### src/rtl/rc4_pkg.sv
// ============================================================================
// Module   : rc4_pkg
// Brief    : Shared RC4 PRGA types and constants (FAIL state exists only with
//            PRGA_CHAR_CHECK_EN defined).
// Revision : 1.0
// ============================================================================
`default_nettype none

package rc4_pkg;

  localparam int S_SIZE = 256;

  localparam logic [7:0] CHAR_LO    = 8'd97;
  localparam logic [7:0] CHAR_HI    = 8'd122;
  localparam logic [7:0] CHAR_SPACE = 8'd32;

  typedef enum logic [3:0] {
    IDLE   = 4'd0,
    I_INC  = 4'd1,
    SI_RD  = 4'd2,
    SI_REG = 4'd3,
    J_UPD  = 4'd4,
    SJ_RD  = 4'd5,
    SJ_REG = 4'd6,
    SI_WR  = 4'd7,
    SJ_WR  = 4'd8,
    F_RD   = 4'd9,
    F_REG  = 4'd10,
    D_WR   = 4'd11,
    K_INC  = 4'd12,
    DONE   = 4'd13
`ifdef PRGA_CHAR_CHECK_EN
    ,
    FAIL   = 4'd14
`endif
  } prga_state_t;

endpackage

`default_nettype wire

### src/rtl/rc4_char_check.sv
// ============================================================================
// Module   : rc4_char_check
// Brief    : Flags a byte as valid plaintext: lowercase 'a'..'z' or space.
// Revision : 1.0
// ============================================================================
`default_nettype none

module rc4_char_check
  import rc4_pkg::*;
(
  input  logic [7:0] data_in,
  output logic       valid
);

  assign valid = ((data_in >= CHAR_LO) && (data_in <= CHAR_HI)) ||
                 (data_in == CHAR_SPACE);

endmodule

`default_nettype wire

### src/rtl/rc4_prga.sv
// ============================================================================
// Module   : rc4_prga
// Brief    : RC4 PRGA keystream generator / decryptor, 12 cycles per byte.
//            Define PRGA_CHAR_CHECK_EN to abort on non-text output bytes.
// Revision : 1.0
// ============================================================================
`default_nettype none

module rc4_prga
  import rc4_pkg::*;
#(
  parameter int MSG_LENGTH = 32
) (
  input  logic       clk,
  input  logic       reset_n,
  input  logic       start_sig,
  input  logic [7:0] q_s,
  output logic [7:0] addr_s,
  output logic [7:0] data_s,
  output logic       wren_s,
  input  logic [7:0] q_e,
  output logic [7:0] addr_e,
  output logic [7:0] addr_d,
  output logic [7:0] data_d,
  output logic       wren_d,
  output logic       finished_sig,
  output logic       bad_key_sig
);

  localparam int              IDX_W  = $clog2(S_SIZE);
  localparam logic [IDX_W-1:0] K_LAST = IDX_W'(MSG_LENGTH - 1);

  prga_state_t      r_state;
  prga_state_t      w_next;
  logic [IDX_W-1:0] r_i;
  logic [IDX_W-1:0] r_j;
  logic [IDX_W-1:0] r_k;
  logic [7:0]       r_si;
  logic [7:0]       r_sj;
  logic [7:0]       r_f;
  logic [7:0]       r_e;
  logic [7:0]       w_plain;

  assign w_plain = r_f ^ r_e;

`ifdef PRGA_CHAR_CHECK_EN
  logic w_char_ok;

  rc4_char_check u_char_check (
    .data_in (w_plain),
    .valid   (w_char_ok)
  );
`endif

  always_ff @(posedge clk) begin
    if (!reset_n) begin
      r_state <= IDLE;
      r_i     <= '0;
      r_j     <= '0;
      r_k     <= '0;
      r_si    <= '0;
      r_sj    <= '0;
      r_f     <= '0;
      r_e     <= '0;
    end else begin
      r_state <= w_next;
      case (r_state)
        I_INC:   r_i  <= r_i + 1'b1;
        SI_REG:  r_si <= q_s;
        J_UPD:   r_j  <= r_j + r_si;
        SJ_REG:  r_sj <= q_s;
        F_REG: begin
          r_f <= q_s;
          r_e <= q_e;
        end
        K_INC:   if (r_k != K_LAST) r_k <= r_k + 1'b1;
        default: ;
      endcase
    end
  end

  // Pre-swap si+sj equals post-swap S[i]+S[j], so F_RD can use the captured values.
  always_comb begin
    w_next = r_state;
    addr_s = '0;
    data_s = '0;
    wren_s = 1'b0;
    addr_e = '0;
    addr_d = '0;
    data_d = '0;
    wren_d = 1'b0;
    case (r_state)
      IDLE:   if (start_sig) w_next = I_INC;
      I_INC:  w_next = SI_RD;
      SI_RD: begin
        addr_s = r_i;
        w_next = SI_REG;
      end
      SI_REG: w_next = J_UPD;
      J_UPD:  w_next = SJ_RD;
      SJ_RD: begin
        addr_s = r_j;
        w_next = SJ_REG;
      end
      SJ_REG: w_next = SI_WR;
      SI_WR: begin
        addr_s = r_i;
        data_s = r_sj;
        wren_s = 1'b1;
        w_next = SJ_WR;
      end
      SJ_WR: begin
        addr_s = r_j;
        data_s = r_si;
        wren_s = 1'b1;
        w_next = F_RD;
      end
      F_RD: begin
        addr_s = r_si + r_sj;
        addr_e = r_k;
        w_next = F_REG;
      end
      F_REG:  w_next = D_WR;
      D_WR: begin
        addr_d = r_k;
        data_d = w_plain;
`ifdef PRGA_CHAR_CHECK_EN
        wren_d = w_char_ok;
        w_next = w_char_ok ? K_INC : FAIL;
`else
        wren_d = 1'b1;
        w_next = K_INC;
`endif
      end
      K_INC:  w_next = (r_k == K_LAST) ? DONE : I_INC;
      default: w_next = r_state;
    endcase
  end

`ifdef PRGA_CHAR_CHECK_EN
  assign finished_sig = (r_state == DONE) || (r_state == FAIL);
  assign bad_key_sig  = (r_state == FAIL);
`else
  assign finished_sig = (r_state == DONE);
  assign bad_key_sig  = 1'b0;
`endif

endmodule

`default_nettype wire
### config.mk
export PLATFORM = sky130hd
export DESIGN_NAME = rc4_prga
export DESIGN_NICKNAME = d
export VERILOG_FILES = /design/src/rtl/rc4_pkg.sv /design/src/rtl/rc4_char_check.sv /design/src/rtl/rc4_prga.sv
export SDC_FILE = /design/constraint.sdc
export NUM_CORES = 1
export LEC_CHECK = 0
export CAP_MARGIN = 20
export CELL_PAD_IN_SITES_DETAIL_PLACEMENT = 1
export CELL_PAD_IN_SITES_GLOBAL_PLACEMENT = 1
export CORE_UTILIZATION = 35
export DETAILED_ROUTE_END_ITERATION = 10
export PLACE_DENSITY_LB_ADDON = 0.05
export SYNTH_ARGS = -nofsm -noshare
export SYNTH_HDL_FRONTEND = slang
export SYNTH_HIERARCHICAL = 1
export SYNTH_SLANG_ARGS = --single-unit
### constraint.sdc
create_clock -name clk -period 5.1 [get_ports clk]
set_clock_uncertainty 0.2 [all_clocks]
set_input_delay 1.02 -clock clk [delete_from_list [all_inputs] [get_ports clk]]
set_output_delay 1.02 -clock clk [all_outputs]
set_load 0.005 [all_outputs]
## Word level (Yosys, flattened, before mapping)

Cells that the tools add are included.

- Flip-flop bits (word level): 60
- Latch bits: 0
- RAM bits: 0
- Bits in read-only memories: 0
- Output and inout port bits: 44
- Word-level logic and storage cells: 46
- Memories: 0

- $add $sub $neg: 4
- $mul: 0
- Div/mod/pow operators: 0
- $lt $le $gt $ge: 0
- Equality and inequality tests: 16
- Shifts and indexed selects: 0
- Muxes and demuxes: 10
- Bitwise operators: 1
- Reduce and logical (&&, ||, !) cells: 7

Operator list:

| operator | count |
|---|---|
| $pmux W4 S13 | 1 |
| $eq A4 B4 Y1 const B | 6 |
| $mux W8 | 3 |
| $pmux W8 S3 | 1 |
| $add A8 B1 Y8 const B | 2 |
| $add A8 B8 Y8 | 2 |
| $eq A4 B3 Y1 const B | 4 |
| $pmux W8 S2 | 1 |
| $reduce_bool A13 Y1 | 1 |
| $eq A4 B2 Y1 const B | 2 |
| $eq A8 B5 Y1 const B | 1 |
| $mux W4 | 2 |
| $ne A8 B5 Y1 const B | 1 |
| $xor A8 B8 Y8 | 1 |
| $reduce_or A2 Y1 | 3 |
| $eq A4 B1 Y1 const B | 1 |
| $logic_not A4 Y1 | 1 |
| $reduce_and A2 Y1 | 2 |
| $mux W1 | 2 |
| $ne A2 B2 Y1 const B | 1 |

## Logic depth before layout (Yosys ltp)

- Word-level depth: 3
- Mapped depth: 9

## Worst setup path after synthesis

No wires, ideal clock.

- Kind: reg2out
- Start: register r_si[0]
- End: output addr_s[6]
- Arrival: 1.588 ns
- Setup slack: 2.292 ns
- Stages on the path, launching flop included: 10
- Path through: dfxtp_1 ha_1 inv_1 fa_1 nor2b_1 o21ai_0 nand2b_1 a21oi_1 mux2i_1 o21ai_0

- Longest elaborated chain between the ends: 2

RTL lines:

| element | line | text |
|---|---|---|
| from (decl) | rc4_prga.sv:38 | `logic [7:0] r_si;` |
| from (signal assigned) | rc4_prga.sv:69 | `SI_REG: r_si <= q_s;` |
| $add A8 B8 Y8 | rc4_prga.sv:119 | `addr_s = r_si + r_sj;` |
| $pmux W8 S3 | rc4_prga.sv:92 | `case (r_state)` |
| to (decl) | rc4_prga.sv:18 | `output logic [7:0] addr_s,` |

No other way between the ends.

## Final worst setup path

- Start: register r_state[3]
- End: output addr_s[5]

- Longest elaborated chain between the ends: 3
- Elaborated cells on any way between the ends: 8
- Those cells by class: 5 x eq/ne; 1 x mux; 2 x reduce/logical

RTL lines:

| element | line | text |
|---|---|---|
| from (decl) | rc4_prga.sv:33 | `prga_state_t r_state;` |
| from (signal assigned) | rc4_prga.sv:66 | `r_state <= w_next;` |
| $eq A4 B4 Y1 (tied with other cells) | rc4_prga.sv:92 |  |
| $reduce_or A2 Y1 (no source line) | n/a |  |
| $pmux W8 S3 * | rc4_prga.sv:92 |  |

Mark *: on every way between the ends. The rest lies on a longest branch, timed or not.

==> metrics.md <==
| Metric | Value |
|---|---|
| Status | `finished, final reports clean` |
| Synth warn | `6` |
| Initial Util | `between 30% and 40%` |
| Avg Synthesized Cell Area | `between 8 and 9 µm²` |
| DIE AREA | `10330 µm²` |
| Congestion Overflow GR | `0` |
| RSZ-0062 raised after global routing | `no` |
| Row cnt | `35` |
| Most frequent cells in the layout | `nand2_1, clkdlybuf4s50_1, dfxtp_1` |
| Peak VDD IR | `0.0001212 V` |
| Clk pin slew, worst setup/hold paths | `approximately 0.080 ns` |
| Post-synth EDFFs | `0` |
| Synth area leaders | `dfxtp_1, nand2_1, a21boi_0` |
| Pwr/cell area | `232.7 nW/µm²` |
| Critical path required time | `a little under 4 ns` |
| TritonCTS Buffers | `9` |
| CP Max Fanout | `15` |
| Async S/R FF share, synth | `0%` |
| Antenna diodes | `0` |
| Register area share after synthesis | `34.57%` |
| Layout cells sized above 1 | `~5.9%` |
| Design area | `4428 µm²` |
| Final Hold Fails | `0` |
| CP Class | `reg2out` |
| Final #Nets | `~520` |
| Die Wd | `101.6 µm` |
| H-Tree Depth | `3` |
| Initial antenna violation count | `0` |
| Cell Area, Synth | `around 3500 µm²` |
| Critical Path Start Type | `flip-flop` |
| Syn nets | `463` |
| GRT Resource Usage Total | `a little over a fifth` |
| Total Neg Setup Slack | `0 ns` |
| Iter 0 DRT Violations | `86` |
| Final min period | `slightly above 4 ns` |
| Worst-margin pin slew | `0.8461 ns` |
| Fin Hold WS | `0.2793 ns` |
| Placed Area | `roughly 4200 µm²` |
| I/O pin count | `63` |
| Leak | `1.604 nW` |
| Ys flop type | `dfxtp_1` |
| Slew Viols, Final | `0` |
| Layout area overhead | `27.44%` |
| Largest net degree at the start of global routing | `33` |
| CTS tree | `built` |
| Yosys cell types | `50` |
| Setup Fix Bufs, Post-CTS | `0` |
| Core Area | `between 9000 and 10000 µm²` |
| IO buf count | `61` |
| Drt total wl | `~10 mm` |
| Cells after Synth | `426` |
| Wire length per cell | `16.45 µm` |
| Post-cts sizing count | `0` |
| WP data arrival | `2.84 ns` |
| MaxCap Viol Count | `0` |
| Via count | `between 3k and 4k` |
| DR pass1 iterations | `5` |
| # clock sinks | `60` |
| Rel. slew slack | `43.16%` |
| Biggest area consumer among synthesized cells | `dfxtp_1` |
| First-pass GRT wire length | `16.56 mm` |
| Worst skew pair latency | `0.35 ns` |
| Vias in the first global route | `3202` |
| Detail Placement HPWL | `about 7.7 mm` |
| Fmax | `0.2463 GHz` |
| CP Capture Type | `output port` |
| Antenna Nets Post-Route | `0` |
| Root buf cell | `clkbuf_8` |
| FF+latch count, synth | `60` |
| RePlAce Congestion | `0.8061` |
| Commonest non-fill, non-tap cell in the layout | `nand2_1` |
| Vias/cell | `5.135` |
| Min-delay worst type | `reg2reg` |
| Final setup vio count | `0` |
| Yosys top cell area share | `34.57%` |
| Final period util | `about four fifths` |
| Cts hold-fix bufs | `0` |
| CTS max path bufs | `2` |
| DR DRC count | `0` |
| Final core occ | `47.03%` |
| Die Height | `101.6 µm` |
critical path: stages, from the launching register on:
cell and delay, ns:
dfxtp_1 0.62, nand2b_1 0.28, nor2_1 0.66, a32o_1 0.27, a21oi_1 0.05, nand3_1 0.12, clkdlybuf4s50_1 0.50
cell usage after synthesis (10+ instances only):
master	n
o21ai_0	12
clkbuf_1	12
nor2_1	24
xnor2_1	28
dfxtp_1	60
inv_1	10
ha_1	16
a21oi_1	12
and2_1	32
nand2_1	84
a21boi_0	37
registers in the layout (all words and copies together), names as in the netlist:
signal	cells
r_state	4
r_sj	8
r_si	8
r_i	8
r_e	8
r_j	8
r_f	8
r_k	8
final timing paths:
| path | start | cells past startpoint | slack, ns | end |
|---|---|---|---|---|
| max reg2reg | r_si[0]$_SDFFE_PN0P_ | 9 | 2.55 | r_j[6]$_SDFFE_PN0P_ |
| max | r_state[3]$_SDFFE_PN0P_ | 6 | 1.04 | addr_s[5] |
| min | r_e[7]$_SDFFE_PN0P_ | 2 | 0.28 | r_e[7]$_SDFFE_PN0P_ |
| min reg2reg | r_e[7]$_SDFFE_PN0P_ | 2 | 0.28 | r_e[7]$_SDFFE_PN0P_ |
report_power, final:
| group | internal, mW | total (mW) | switching [mW] |
|---|---|---|---|
| clock network | 0.234 | 0.462 | 0.228 |
| logic | 0.0376 | 0.0772 | 0.0396 |
| registers | 0.475 | 0.491 | 0.0161 |
layer usage:
layer	up-vias	GRT usage [%]	wire length, µm
met1	1541	26.11	4722
met5	-	0	0
li1	1579	-	-
met2	56	37.37	5037
met4	0	5.574	106
met3	8	4.210	336
cell type report:
type	instances	area, µm²
Inverter	11	46.29
Clock buffer	9	123.9
Clock inverter	7	82.58
Timing Repair Buffer	67	664.4
Tap cell	129	161.4
Multi-Input combinational cell	337	2148
Sequential cell	60	1201
Fill cell	1167	4987
cell families (layout without fill, tap and decap cells):
kind of cell | after synthesis | in the layout | synth area share [%]
AND/OR/NAND/NOR | 196 | 196 | 27.87
AO/OA/AOI/OAI | 87 | 87 | 17.86
flip-flops | 60 | 60 | 34.57
XOR/XNOR | 32 | 32 | 8.066
buffers and inverters | 29 | 94 | 3.745
adder cells (fa/ha/maj) | 18 | 18 | 6.914
multiplexers | 3 | 3 | 0.8643
other | 1 | 1 | 0.1079
metrics by stage:
step	setup slack, ns	std cells	total power [mW]
floorplan	2.292	426	0.5446
global placement	1.391	601	0.5757
detailed placement	1.259	601	0.5783
CTS	0.8797	617	1.044
global route	0.8357	620	1.075
finish	1.039	620	1.031
Note: power is estimated with default switching activity, not from simulation.
